$ cat src/rtl/ctrl_pkg.sv
`default_nettype none
// ============================================================================
// Module   : ctrl_pkg
// Brief    : Opcodes, state encoding and datapath control encodings shared by
//            the multicycle MIPS controller and its testbenches.
//            Optional macro MULTI_CTRL_ADDI_EN adds the ADDI opcode and states.
// Revision : 1.0  initial release
// ============================================================================
package ctrl_pkg;

    localparam logic [5:0] c_op_rtype = 6'b000000;
    localparam logic [5:0] c_op_lw    = 6'b100011;
    localparam logic [5:0] c_op_sw    = 6'b101011;
    localparam logic [5:0] c_op_beq   = 6'b000100;
    localparam logic [5:0] c_op_j     = 6'b000010;
    localparam logic [5:0] c_op_addi  = 6'b001000;

    localparam logic [1:0] c_alu_add   = 2'b00;
    localparam logic [1:0] c_alu_sub   = 2'b01;
    localparam logic [1:0] c_alu_funct = 2'b10;

    localparam logic [1:0] c_srcb_regb  = 2'b00;
    localparam logic [1:0] c_srcb_four  = 2'b01;
    localparam logic [1:0] c_srcb_imm   = 2'b10;
    localparam logic [1:0] c_srcb_immsh = 2'b11;

    localparam logic [1:0] c_pc_alu    = 2'b00;
    localparam logic [1:0] c_pc_aluout = 2'b01;
    localparam logic [1:0] c_pc_jump   = 2'b10;

    typedef enum logic [3:0] {
        S_START   = 4'd0,
        S_FETCH   = 4'd1,
        S_DECODE  = 4'd2,
        S_MEMADR  = 4'd3,
        S_MEMRD   = 4'd4,
        S_MEMWB   = 4'd5,
        S_MEMWR   = 4'd6,
        S_EXECUTE = 4'd7,
        S_ALUWB   = 4'd8,
        S_BRANCH  = 4'd9,
`ifdef MULTI_CTRL_ADDI_EN
        S_JUMP    = 4'd10,
        S_ADDIEX  = 4'd11,
        S_ADDIWB  = 4'd12
`else
        S_JUMP    = 4'd10
`endif
    } state_t;

    // Moore part of the control word; handshake-gated bits are applied in the top.
    typedef struct packed {
        logic       pcWrite;
        logic       pcWriteCond;
        logic       iorD;
        logic       memRead;
        logic       memWrite;
        logic       memtoReg;
        logic       regDst;
        logic       regWrite;
        logic       aluSrcA;
        logic [1:0] aluSrcB;
        logic [1:0] aluOp;
        logic [1:0] pcSrc;
    } ctrl_t;

endpackage
`default_nettype wire

$ cat src/rtl/multi_ctrl_dec.sv
`default_nettype none
// ============================================================================
// Module   : multi_ctrl_dec
// Brief    : Combinational decode of the controller state into the Moore
//            datapath control word. Macro MULTI_CTRL_ADDI_EN adds ADDI states.
// Revision : 1.0  initial release
// ============================================================================
module multi_ctrl_dec
    import ctrl_pkg::*;
(
    input  state_t i_state,
    output ctrl_t  o_ctrl
);

    always_comb begin
        o_ctrl = '0;
        case (i_state)
            S_FETCH: begin
                o_ctrl.memRead = 1'b1;
                o_ctrl.aluSrcB = c_srcb_four;
                o_ctrl.aluOp   = c_alu_add;
                o_ctrl.pcSrc   = c_pc_alu;
            end
            S_DECODE: begin
                o_ctrl.aluSrcB = c_srcb_immsh;
                o_ctrl.aluOp   = c_alu_add;
            end
            S_MEMADR: begin
                o_ctrl.aluSrcA = 1'b1;
                o_ctrl.aluSrcB = c_srcb_imm;
                o_ctrl.aluOp   = c_alu_add;
            end
            S_MEMRD: begin
                o_ctrl.memRead = 1'b1;
                o_ctrl.iorD    = 1'b1;
            end
            S_MEMWB: begin
                o_ctrl.regWrite = 1'b1;
                o_ctrl.memtoReg = 1'b1;
            end
            S_MEMWR: begin
                o_ctrl.memWrite = 1'b1;
                o_ctrl.iorD     = 1'b1;
            end
            S_EXECUTE: begin
                o_ctrl.aluSrcA = 1'b1;
                o_ctrl.aluSrcB = c_srcb_regb;
                o_ctrl.aluOp   = c_alu_funct;
            end
            S_ALUWB: begin
                o_ctrl.regWrite = 1'b1;
                o_ctrl.regDst   = 1'b1;
            end
            S_BRANCH: begin
                o_ctrl.aluSrcA     = 1'b1;
                o_ctrl.aluSrcB     = c_srcb_regb;
                o_ctrl.aluOp       = c_alu_sub;
                o_ctrl.pcWriteCond = 1'b1;
                o_ctrl.pcSrc       = c_pc_aluout;
            end
            S_JUMP: begin
                o_ctrl.pcWrite = 1'b1;
                o_ctrl.pcSrc   = c_pc_jump;
            end
`ifdef MULTI_CTRL_ADDI_EN
            S_ADDIEX: begin
                o_ctrl.aluSrcA = 1'b1;
                o_ctrl.aluSrcB = c_srcb_imm;
                o_ctrl.aluOp   = c_alu_add;
            end
            S_ADDIWB: begin
                o_ctrl.regWrite = 1'b1;
            end
`endif
            default: o_ctrl = '0;
        endcase
    end

endmodule
`default_nettype wire

$ cat src/rtl/multi_ctrl.sv
`default_nettype none
// ============================================================================
// Module   : multi_ctrl
// Brief    : Multicycle MIPS control FSM with memory-ready handshake, memory
//            timeout and illegal-opcode flag.
//            Macro MULTI_CTRL_ADDI_EN makes opcode 001000 (ADDI) legal.
// Revision : 1.0  initial release
// ============================================================================
module multi_ctrl
    import ctrl_pkg::*;
#(
    parameter int MEM_TO = 15,
    parameter int OP_W   = 6
) (
    input  logic            clk,
    input  logic            rst_n,
    input  logic [OP_W-1:0] op,
    input  logic            mem_ready,
    output logic            pcWrite,
    output logic            pcWriteCond,
    output logic            iorD,
    output logic            memRead,
    output logic            memWrite,
    output logic            irWrite,
    output logic            memtoReg,
    output logic            regDst,
    output logic            regWrite,
    output logic            aluSrcA,
    output logic [1:0]      aluSrcB,
    output logic [1:0]      aluOp,
    output logic [1:0]      pcSrc,
    output logic            instr_done,
    output logic            illegal_op,
    output logic            mem_err
);

    localparam logic [7:0] c_to_last = 8'(MEM_TO - 1);

    state_t     state_q, state_d;
    logic [7:0] cnt_q, cnt_d;
    ctrl_t      w_ctrl;
    logic       w_waiting;
    logic       w_timeout;
    logic       w_is_fetch;
    logic       w_legal;

    assign w_is_fetch = (state_q == S_FETCH);
    assign w_waiting  = w_is_fetch || (state_q == S_MEMRD) || (state_q == S_MEMWR);
    // A ready arriving on the final allowed cycle still completes the access.
    assign w_timeout  = w_waiting && !mem_ready && (cnt_q == c_to_last);

    assign w_legal = (op == OP_W'(c_op_rtype)) || (op == OP_W'(c_op_lw))  ||
                     (op == OP_W'(c_op_sw))    || (op == OP_W'(c_op_beq)) ||
`ifdef MULTI_CTRL_ADDI_EN
                     (op == OP_W'(c_op_addi))  ||
`endif
                     (op == OP_W'(c_op_j));

    always_ff @(posedge clk or negedge rst_n) begin
        if (!rst_n) begin
            state_q <= S_START;
            cnt_q   <= 8'd0;
        end else begin
            state_q <= state_d;
            cnt_q   <= cnt_d;
        end
    end

    always_comb begin
        state_d = state_q;
        case (state_q)
            S_START:  state_d = S_FETCH;
            S_FETCH:  state_d = mem_ready ? S_DECODE : S_FETCH;
            S_DECODE: begin
                if (op == OP_W'(c_op_rtype))
                    state_d = S_EXECUTE;
                else if ((op == OP_W'(c_op_lw)) || (op == OP_W'(c_op_sw)))
                    state_d = S_MEMADR;
                else if (op == OP_W'(c_op_beq))
                    state_d = S_BRANCH;
                else if (op == OP_W'(c_op_j))
                    state_d = S_JUMP;
`ifdef MULTI_CTRL_ADDI_EN
                else if (op == OP_W'(c_op_addi))
                    state_d = S_ADDIEX;
`endif
                else
                    state_d = S_FETCH;
            end
            S_MEMADR: state_d = (op == OP_W'(c_op_lw)) ? S_MEMRD : S_MEMWR;
            S_MEMRD:  begin
                if (mem_ready)      state_d = S_MEMWB;
                else if (w_timeout) state_d = S_FETCH;
            end
            S_MEMWR:  begin
                if (mem_ready || w_timeout) state_d = S_FETCH;
            end
            S_EXECUTE: state_d = S_ALUWB;
`ifdef MULTI_CTRL_ADDI_EN
            S_ADDIEX:  state_d = S_ADDIWB;
`endif
            default:   state_d = S_FETCH;
        endcase

        // Only a continued wait in the same memory state keeps counting.
        if (w_waiting && (state_d == state_q) && !mem_ready && !w_timeout)
            cnt_d = cnt_q + 8'd1;
        else
            cnt_d = 8'd0;
    end

    multi_ctrl_dec u_dec (
        .i_state (state_q),
        .o_ctrl  (w_ctrl)
    );

    always_comb begin
        pcWrite     = w_ctrl.pcWrite | (w_is_fetch & mem_ready);
        irWrite     = w_is_fetch & mem_ready;
        pcWriteCond = w_ctrl.pcWriteCond;
        iorD        = w_ctrl.iorD;
        memRead     = w_ctrl.memRead;
        memWrite    = w_ctrl.memWrite & ~w_timeout;
        memtoReg    = w_ctrl.memtoReg;
        regDst      = w_ctrl.regDst;
        regWrite    = w_ctrl.regWrite;
        aluSrcA     = w_ctrl.aluSrcA;
        aluSrcB     = w_ctrl.aluSrcB;
        aluOp       = w_ctrl.aluOp;
        pcSrc       = w_ctrl.pcSrc;
        illegal_op  = (state_q == S_DECODE) & ~w_legal;
        mem_err     = w_timeout;
        case (state_q)
            S_MEMWB, S_ALUWB, S_BRANCH, S_JUMP: instr_done = 1'b1;
`ifdef MULTI_CTRL_ADDI_EN
            S_ADDIWB:                           instr_done = 1'b1;
`endif
            S_MEMWR:                            instr_done = mem_ready;
            default:                            instr_done = 1'b0;
        endcase
    end

endmodule
`default_nettype wire

$ cat config.mk
export PLATFORM = sky130hd
export DESIGN_NAME = multi_ctrl
export DESIGN_NICKNAME = d
export VERILOG_FILES = /design/src/rtl/ctrl_pkg.sv /design/src/rtl/multi_ctrl_dec.sv /design/src/rtl/multi_ctrl.sv
export SDC_FILE = /design/constraint.sdc
export NUM_CORES = 1
export LEC_CHECK = 0
export ABC_AREA = 1
export CAP_MARGIN = 25
export CORE_UTILIZATION = 40
export DETAILED_ROUTE_END_ITERATION = 10
export PLACE_DENSITY = 0.71
export SLEW_MARGIN = 20
export SYNTH_ARGS = -nofsm -noshare
export SYNTH_HDL_FRONTEND = slang
export SYNTH_SLANG_ARGS = --single-unit
$ cat constraint.sdc
create_clock -name clk -period 1.99 [get_ports clk]
set_clock_uncertainty 0.05 [all_clocks]
set_input_delay 0.398 -clock clk [delete_from_list [all_inputs] [get_ports clk]]
set_output_delay 0.398 -clock clk [all_outputs]
set_load 0.02 [all_outputs]
==> results of run 1 <==
cell usage after synthesis:
cell type,instances
nor2_1,24
o22ai_1,2
nand4_1,4
xnor2_1,3
a21oi_1,3
nand2_1,22
nand3_2,1
dfrtp_1,12
inv_1,14
o21ai_1,1
o21ai_0,4
xor2_1,3
buf_4,1
nor2_2,11
nand2_2,3
ha_1,2
nor2_4,1
o21ai_4,1
inv_2,3
nand3_1,11
or2_1,1
registers in the layout (all words and copies together), names as in the netlist:
signal / flops
state_q: 4
cnt_q: 8
routing by layer:
metal,vias to the layer above,routed length (microns)
met5,-,0
met1,463,1140
li1,529,-
met3,5,107
met2,18,1190
met4,0,14
worst max-delay path, cell delays in order, from the launching register on:
cell	delay [ps]
dfrtp_1	430
inv_1	100
nor2_1	130
inv_1	120
nor2_1	120
dlygate4sd2_1	340
cell families (layout without fill, tap and decap cells):
kind of cell / after synthesis / count (layout)
AO/OA/AOI/OAI: 11 / 11
AND/OR/NAND/NOR: 78 / 78
adder cells (fa/ha/maj): 2 / 2
flip-flops: 12 / 12
buffers and inverters: 18 / 78
XOR/XNOR: 6 / 6
cell type report:
cell class	instances	area [sq um]	area share (%)
timing repair buffer	57	438	31.0
multi-input combinational	97	537	38.0
tap	27	33.8	2.39
inverter	17	63.8	4.52
clock buffer	4	36.3	2.57
sequential	12	303	21.5
power by group through the flow:
| stage | registers (mW) | logic [mW] | clock network [mW] |
|---|---|---|---|
| finish | 0.334 | 0.943 | 0.198 |
| global route | 0.339 | 1.03 | 0.218 |
| CTS | 0.330 | 0.963 | 0.202 |
| detailed placement | 0.332 | 1.02 | 0 |
| global placement | 0.331 | 1.00 | 0 |
| floorplan | 0.338 | 0.502 | 0 |
repair_timing:
item | 4_1_cts | 5_1_grt
resized for setup | 41 | 29
hold buffers | 0 | 0
pin swaps | 1 | 1
buffers inserted | 0 | 2
setup endpoints to repair | 19 | 17
worst max path at each step:
stage / from / end
2_1_floorplan: cnt_q[0]$_DFF_PN0_ / memWrite
3_3_place_gp: mem_ready / memWrite
3_5_place_dp: mem_ready / memWrite
4_1_cts: state_q[2]$_DFF_PN0_ / aluSrcB[1]
5_1_grt: state_q[3]$_DFF_PN0_ / pcWriteCond
6_report: state_q[3]$_DFF_PN0_ / pcSrc[0]
metrics by stage:
stage | util [%] | area (sq um) | TNS (ps)
2_1_floorplan | - | 886 | 0
3_3_place_gp | 69.5 | 1410 | -1520
3_5_place_dp | 69.5 | 1410 | -1690
4_1_cts | 70.8 | 1430 | 0
5_1_grt | 69.8 | 1410 | -137
6_report | 69.8 | 1410 | 0
==> out/metrics.yaml, run 1 <==
outcome: "finished clean"
htreeDepth: 1
area_growth_pct: 59.3
crit_type: "register to output port"
clockBufferDepth: 2
gp_congestion: 0.828
die_area_sq_um: 2410
reg2reg_slack_ps: 530
p_comb_share_pct: 63.9
synth_top_area_share_pct: 33.9
cts_tree: "done"
worstMarginPinSlew_ps: 528
clock-root-buffer: "clkbuf_4"
place.port_buffers: 27
p_sw_share_pct: 44.9
rr_worst_depth: 7
start_util_pct: 43.8
preCtsSetupSlack_ps: -385
grt_pass1_vias: 926
critPathLaunchType: "register"
synthMuxAreaShare_pct: 0
instances_no_fill: 214
synth_cells: 127
postLayoutSetupSlackWorst_ps: 22.8
detailedPlacementHpwl_microns: 1840
switchingPower_mw: 0.663
synth.ff_latch_count: 12
final_cell_mix: "buf_4, nand2_1, nor2_1, nor2_2, inv_1"
ir_drop_v: 0.000729
grt_max_degree: 13
p_leak_nw: 0.742
max_freq_mhz: 508
synthSimpleGateAreaFrac_pct: 41.5
n_antenna_cell: 0
cp_data_arrival_time_ps: 1520
yosys-top-cells-area: "dfrtp_1, nor2_1, nand2_1"
post-route-min-period_ps: 1970
cts_buffers: 3
grt_use_met1_pct: 28.3
grt_remaining_overflow: 0
clk_latency_ps: 280
drive_gt1_share_pct: 42.2
synth_top_family_by_area: "simple AND/OR/NAND/NOR gates"
drv_slew: 0
synth_area_leader_cell: "dfrtp_1"
synth_fa_ha_area_share_pct: 2.82
pwr-share-seq_pct: 22.7
grt-busiest-layer: "met2"
firstDrtPassIters: 4
ys_types: 21
drt-total-wl_microns: 2450
synth_compound_area_share_pct: 7.77
timing.rr.end: "cnt_q[6]$_DFF_PN0_"
synth_nets: 138
final_common_cell: "buf_4"
synth_xor_area_share_pct: 5.93
avgRoutedWirePerCell_microns: 11.4
grt_pass1_wl_microns: 4000
synth_area_per_cell_sq_um: 6.98
hp-class: "input pin to async pin"
clkPwrFrac_pct: 13.4
path_max_fanout: 7
use_met3_pct: 6.54
pwr_density_cell_nw_per_um2: 1050
coreArea_sq_um: 2020
placed_cells: 208
syn_area_sq_um: 886
dr_total_vias: 1015
finalPower_mw: 1.47
nNetsFinal: 199
finalSetupViolCount: 0
yosys_warnings: 0
end_kind: "output port"
internal_power_mw: 0.812
drc: 0
chipHeight_microns: 49.1
ant_nets: 0
use_met2_pct: 35.6
finalCritPeriodShare_pct: 98.9
slew_headroom_pct: 64.7
cp.required_ps: 1540
timing.rr.start: "cnt_q[0]$_DFF_PN0_"
grt_usage_pct: 21.8
drt_iter0_markers: 21
rows: 16
vias_per_cell: 4.74
die_w_microns: 49.1
antenna_found_initial: 0
rsz0062_at_grt: "yes"
io_pins: 28
path_clk_slew_ps: 80
yosysSeqAreaShare_pct: 33.9
fillers: 175
numClockSinks: 12
final_hold_viol_count: 0
holdWs_ps: 409
maxCapViolCount: 0
Note: power is estimated with default switching activity, not from simulation.
==> run 2, diff against run 1 <==
--- a/config.mk
+++ b/config.mk
@@ -7,9 +7,11 @@
 export LEC_CHECK = 0
 export ABC_AREA = 1
 export CAP_MARGIN = 25
-export CORE_UTILIZATION = 40
+export CELL_PAD_IN_SITES_DETAIL_PLACEMENT = 1
+export CELL_PAD_IN_SITES_GLOBAL_PLACEMENT = 2
+export CORE_UTILIZATION = 26
 export DETAILED_ROUTE_END_ITERATION = 10
-export PLACE_DENSITY = 0.71
+export PLACE_DENSITY_LB_ADDON = 0.1
 export SLEW_MARGIN = 20
 export SYNTH_ARGS = -nofsm -noshare
 export SYNTH_HDL_FRONTEND = slang
==> out/metrics.yaml, run 2 (same netlist as run 1, synthesis figures left out) <==
outcome: "finished clean"
gp_congestion: 0.837  # +1.1%
rows: 20  # +4
fin_area_sq_um: 1440  # +1.7%
n_antenna_cell: 0  # unchanged
slew_headroom_pct: 62.8  # -1.9 points
drc: 0  # unchanged
nNetsFinal: 204  # +2.5%
start_util_pct: 28.1  # -16 points
avgRoutedWirePerCell_microns: 11.5  # +0.51%
clk_latency_ps: 260  # -20 ps
finalSetupViolCount: 0  # unchanged
firstDrtPassIters: 4  # unchanged
io_pins: 28  # unchanged
maxCapViolCount: 0  # unchanged
dr_total_vias: 1044  # +2.9%
finalPower_mw: 1.43  # -2.9%
post-route-util_pct: 45.5  # -24 points
instances_no_fill: 235  # +9.8%
hp-class: "input pin to async pin"
final_common_cell: "buf_4"
drt-total-wl_microns: 2700  # +10%
finalCritPeriodShare_pct: 97.7  # -1.2 points
final_hold_viol_count: 0  # unchanged
end_kind: "output port"
critPathLaunchType: "input pin"
place.port_buffers: 27  # unchanged
clockBufferDepth: 2  # unchanged
worstMarginPinSlew_ps: 557  # +28.9 ps
placed_cells: 232  # +12%
p_sw_share_pct: 45.8  # +0.89 points
largest_register: "cnt_q"
post-route-min-period_ps: 1940  # -23.8 ps
antenna_found_initial: 0  # unchanged
path_clk_slew_ps: 70  # about the same
cts_tree: "done"
final_cell_mix: "buf_4, nand2_1, nor2_1, nor2_2, inv_1"
cp_data_arrival_time_ps: 1500  # -20 ps
grt_pass1_vias: 1041  # +12%
htreeDepth: 1  # unchanged
drive_gt1_share_pct: 42.9  # +0.69 points
vias_per_cell: 4.44  # -6.3%
crit_type: "input pin to output port"
detailedPlacementHpwl_microns: 2300  # +25%
ir_drop_v: 0.000622  # -15%
internal_power_mw: 0.776  # -4.5%
drt_iter0_markers: 33  # +57%
switchingPower_mw: 0.656  # -0.99%
clkPwrFrac_pct: 9.8  # -3.6 points
grt_usage_pct: 16.4  # -5.5 points
die_area_sq_um: 3640  # +51%
cp.required_ps: 1540  # about the same
largest_reg_flops: 8  # unchanged
p_comb_share_pct: 67.0  # +3.1 points
pwr_density_cell_nw_per_um2: 998  # -4.5%
cts_buffers: 3  # unchanged
placed_cell_area_sq_um: 1470  # +4.4%
finalSetupTns_ps: 0  # unchanged
p_leak_nw: 0.739  # -0.39%
clock-root-buffer: "clkbuf_4"
drv_slew: 0  # unchanged
grt_remaining_overflow: 0  # unchanged
die_w_microns: 60.4  # +23%
reg_top3: "cnt_q (8), state_q (4)"
ant_nets: 0  # unchanged
max_freq_mhz: 515  # +1.2%
grt_pass1_wl_microns: 4500  # +12%
pwr-share-seq_pct: 23.2  # +0.5 points
area_growth_pct: 62.0
numClockSinks: 12  # unchanged
holdWs_ps: 442  # +33.3 ps
coreArea_sq_um: 3150  # +56%
grt_max_degree: 13  # unchanged
preCtsSetupSlack_ps: -388  # -2.71 ps
postLayoutSetupSlackWorst_ps: 46.6  # +23.8 ps
chipHeight_microns: 60.4  # +23%
path_max_fanout: 3  # -4
-- run 2: cell types whose count changed in the layout (fill, tap and decap cells not counted), sizes merged --
cell           previous run  this run
buf                      37        42
dlygate4sd2               4         1
clkdlybuf4s15             1         3
clkdlybuf4s50             7         8
dlymetal6s2s              1         0
-- run 2: critical path, cell delays in order --
cell and delay (ps):
clkdlybuf4s50_1 470, inv_1 80, nand3_1 120, nand2_2 80, nand2_2 60, inv_1 50
nor2_1 80, buf_2 170
-- run 2: layout make-up --
class / count / area, sq um
clock buffer: 3 / 22.5
sequential: 12 / 302
inverter: 17 / 63.8
timing repair buffer: 62 / 458
multi-input combinational: 97 / 534
fill: 422 / 1720
tap: 44 / 55.1
-- run 2: final timing paths --
kind	startpoint	end	slack [ps]	cells past startpoint
min	rst_n	state_q[2]$_DFF_PN0_	440	1
min reg2reg	cnt_q[0]$_DFF_PN0_	cnt_q[0]$_DFF_PN0_	490	2
max in group asynchronous	rst_n	state_q[1]$_DFF_PN0_	1050	1
max reg2reg	cnt_q[0]$_DFF_PN0_	cnt_q[6]$_DFF_PN0_	550	7
max	mem_ready	memWrite	50	8
min in group clk	cnt_q[0]$_DFF_PN0_	cnt_q[0]$_DFF_PN0_	490	2
-- run 2: power by group through the flow --
stage / logic (mW) / registers (mW) / clock network [mW]
6_report: 0.959 / 0.332 / 0.141
5_1_grt: 1.06 / 0.336 / 0.155
4_1_cts: 0.995 / 0.331 / 0.148
3_5_place_dp: 1.06 / 0.335 / 0
3_3_place_gp: 1.04 / 0.333 / 0
2_1_floorplan: 0.502 / 0.338 / 0
-- run 2: routing by layer --
metal  GRT usage [%]  vias to the layer above  part of all wire [%]
met1            21.9                      495                    46
met5               0                        -                     0
li1                -                      529                     -
met2            27.3                       20                    50
met3            4.05                        0                   3.8
met4            1.99                        0                     0
-- run 2: repair_timing --
item | CTS | global route
pin swaps | 0 | 1
resized for setup | 43 | 27
buffers inserted | 0 | 0
hold buffers | 0 | 0
setup endpoints to repair | 19 | 17
==> run 3, diff against run 2 <==
--- a/config.mk
+++ b/config.mk
@@ -9,9 +9,11 @@
 export CAP_MARGIN = 25
 export CELL_PAD_IN_SITES_DETAIL_PLACEMENT = 1
 export CELL_PAD_IN_SITES_GLOBAL_PLACEMENT = 2
+export CORE_ASPECT_RATIO = 1.25
 export CORE_UTILIZATION = 26
 export DETAILED_ROUTE_END_ITERATION = 10
 export PLACE_DENSITY_LB_ADDON = 0.1
+export SKIP_LAST_GASP = 1
 export SLEW_MARGIN = 20
 export SYNTH_ARGS = -nofsm -noshare
 export SYNTH_HDL_FRONTEND = slang
==> out/metrics.yaml, run 3 (same netlist as run 1, synthesis figures left out) <==
rsz0062_at_grt: "yes"
end_kind: "output port"
outcome: "finished clean"
firstDrtPassIters: 4  # unchanged
grt_remaining_overflow: 0  # unchanged
multi_input_area_sq_um: 524  # -1.9%
drv_slew: 0  # unchanged
pwr_density_cell_nw_per_um2: 1060  # +6.0%
grt_pass1_wl_microns: 4610  # +2.5%
finalPower_mw: 1.54  # +7.8%
drt-total-wl_microns: 2870  # +6.3%
p_leak_nw: 0.764  # +3.4%
place.port_buffers: 27  # unchanged
maxCapViolCount: 0  # unchanged
io_pins: 28  # unchanged
detailedPlacementHpwl_microns: 2470  # +7.5%
grt_pass1_vias: 1053  # +1.2%
path_max_fanout: 3  # unchanged
ir_drop_v: 0.000718  # +15%
largest_reg_flops: 8  # unchanged
final_common_cell: "buf_4"
path_clk_slew_ps: 50  # -20 ps
placed_cell_area_sq_um: 1460  # -0.26%
seq_area_sq_um: 302  # unchanged
fillers: 430  # +1.9%
drc: 0  # unchanged
area_growth_pct: 64.7
htreeDepth: 1  # unchanged
post-route-util_pct: 45.3  # -0.25 points
final_cell_mix: "buf_4, nand2_1, nor2_1, nor2_2, inv_1"
dr_total_vias: 1048  # +0.38%
crit_start: "mem_ready"
fin_area_sq_um: 1460  # +1.7%
crit_type: "input pin to output port"
largest_register: "cnt_q"
clk_latency_ps: 240  # -20 ps
max_freq_mhz: 512  # -0.55%
antenna_found_initial: 0  # unchanged
rows: 23  # +15%
ant_nets: 0  # unchanged
die_w_microns: 54.2  # -10%
final_hold_viol_count: 0  # unchanged
finalCritPeriodShare_pct: 98.2  # +0.54 points
reg2reg_slack_ps: 580  # +30 ps
grt_usage_pct: 18.5  # +2.2 points
drive_gt1_share_pct: 40.3  # -2.6 points
grt_max_degree: 13  # unchanged
cts_hold_buf: 0  # unchanged
critPathLaunchType: "input pin"
cp.required_ps: 1540  # about the same
gp_congestion: 0.792  # -5.3%
reg_top3: "cnt_q (8), state_q (4)"
start_util_pct: 27.5  # -0.61 points
nNetsFinal: 204  # unchanged
cts_tree: "done"
drt_iter0_markers: 4  # -88%
worstMarginPinSlew_ps: 567  # +10.3 ps
numClockSinks: 12  # unchanged
die_area_sq_um: 3650  # about the same
coreArea_sq_um: 3220  # +2.2%
cts_buffers: 3  # unchanged
slew_headroom_pct: 62.1  # -0.69 points
hp-class: "input pin to async pin"
chipHeight_microns: 67.3  # +11%
vias_per_cell: 4.60  # +3.5%
rr_worst_depth: 8  # +1
timing.rr.start: "state_q[2]$_DFF_PN0_"
timing.rr.end: "state_q[1]$_DFF_PN0_"
finalSetupViolCount: 0  # unchanged
clock-root-buffer: "clkbuf_8"
clockBufferDepth: 2  # unchanged
n_antenna_cell: 0  # unchanged
post-route-min-period_ps: 1950  # +10.8 ps
avgRoutedWirePerCell_microns: 12.6  # +9.6%
cp_data_arrival_time_ps: 1510  # about the same
-- run 3: changes by cell type in the layout (fill, tap and decap cells not counted), sizes merged --
cell,before,now
buf,42,38
clkbuf,11,12
clkdlybuf4s15,3,2
clkdlybuf4s50,8,7
dlygate4sd2,1,6
-- run 3: power breakdown --
part	switching, mW	internal, mW
clock network	0.0900	0.133
logic	0.550	0.436
registers	0.0451	0.289
total	0.685	0.859
-- run 3: routing by layer --
| metal | track usage, % | wire [microns] | up-vias |
|---|---|---|---|
| met2 | 35.8 | 1670 | 20 |
| met1 | 17.4 | 1020 | 494 |
| li1 | - | - | 528 |
| met3 | 2.25 | 94 | 6 |
| met4 | 11.5 | 86 | 0 |
| met5 | 0 | 0 | - |
-- run 3: critical path, stage by stage --
cell	delay, ps
clkdlybuf4s50_1	520
inv_2	70
buf_4	130
o21ai_1	110
clkdlybuf4s15_2	270
-- run 3: timing repair --
action                                  4_1_cts  5_1_grt
cloned                                        0        0
gates resized for setup                      32       26
endpoints found under the setup margin       19       14
hold endpoints to repair                      0        0
buffers inserted                              0        1
-- run 3: layout make-up --
type	instances	area share, %
multi-input cells	97	35.9
well taps	37	3.17
repair buffers	62	33.0
clock buffers	3	2.83
inverters	17	4.37
flip-flops and latches	12	20.7
-- run 3: how the worst max path moves through the flow --
stage	slack [ps]	to
after floorplan	270	memWrite
after global placement	-400	memWrite
after detailed placement	-420	memWrite
after CTS	-140	memWrite
after global routing	-90	memWrite
final	40	instr_done
-- run 3: per-stage QoR --
stage          hold slack, ps  instances  setup TNS, ps  worst slack (ps)
6_report                  471        228              0              35.8
5_1_grt                   512        228          -95.8             -87.6
4_1_cts                   489        227           -163              -142
3_5_place_dp              482        224          -1860              -422
3_3_place_gp              460        224          -1720              -401
2_1_floorplan            52.4        127              0               273
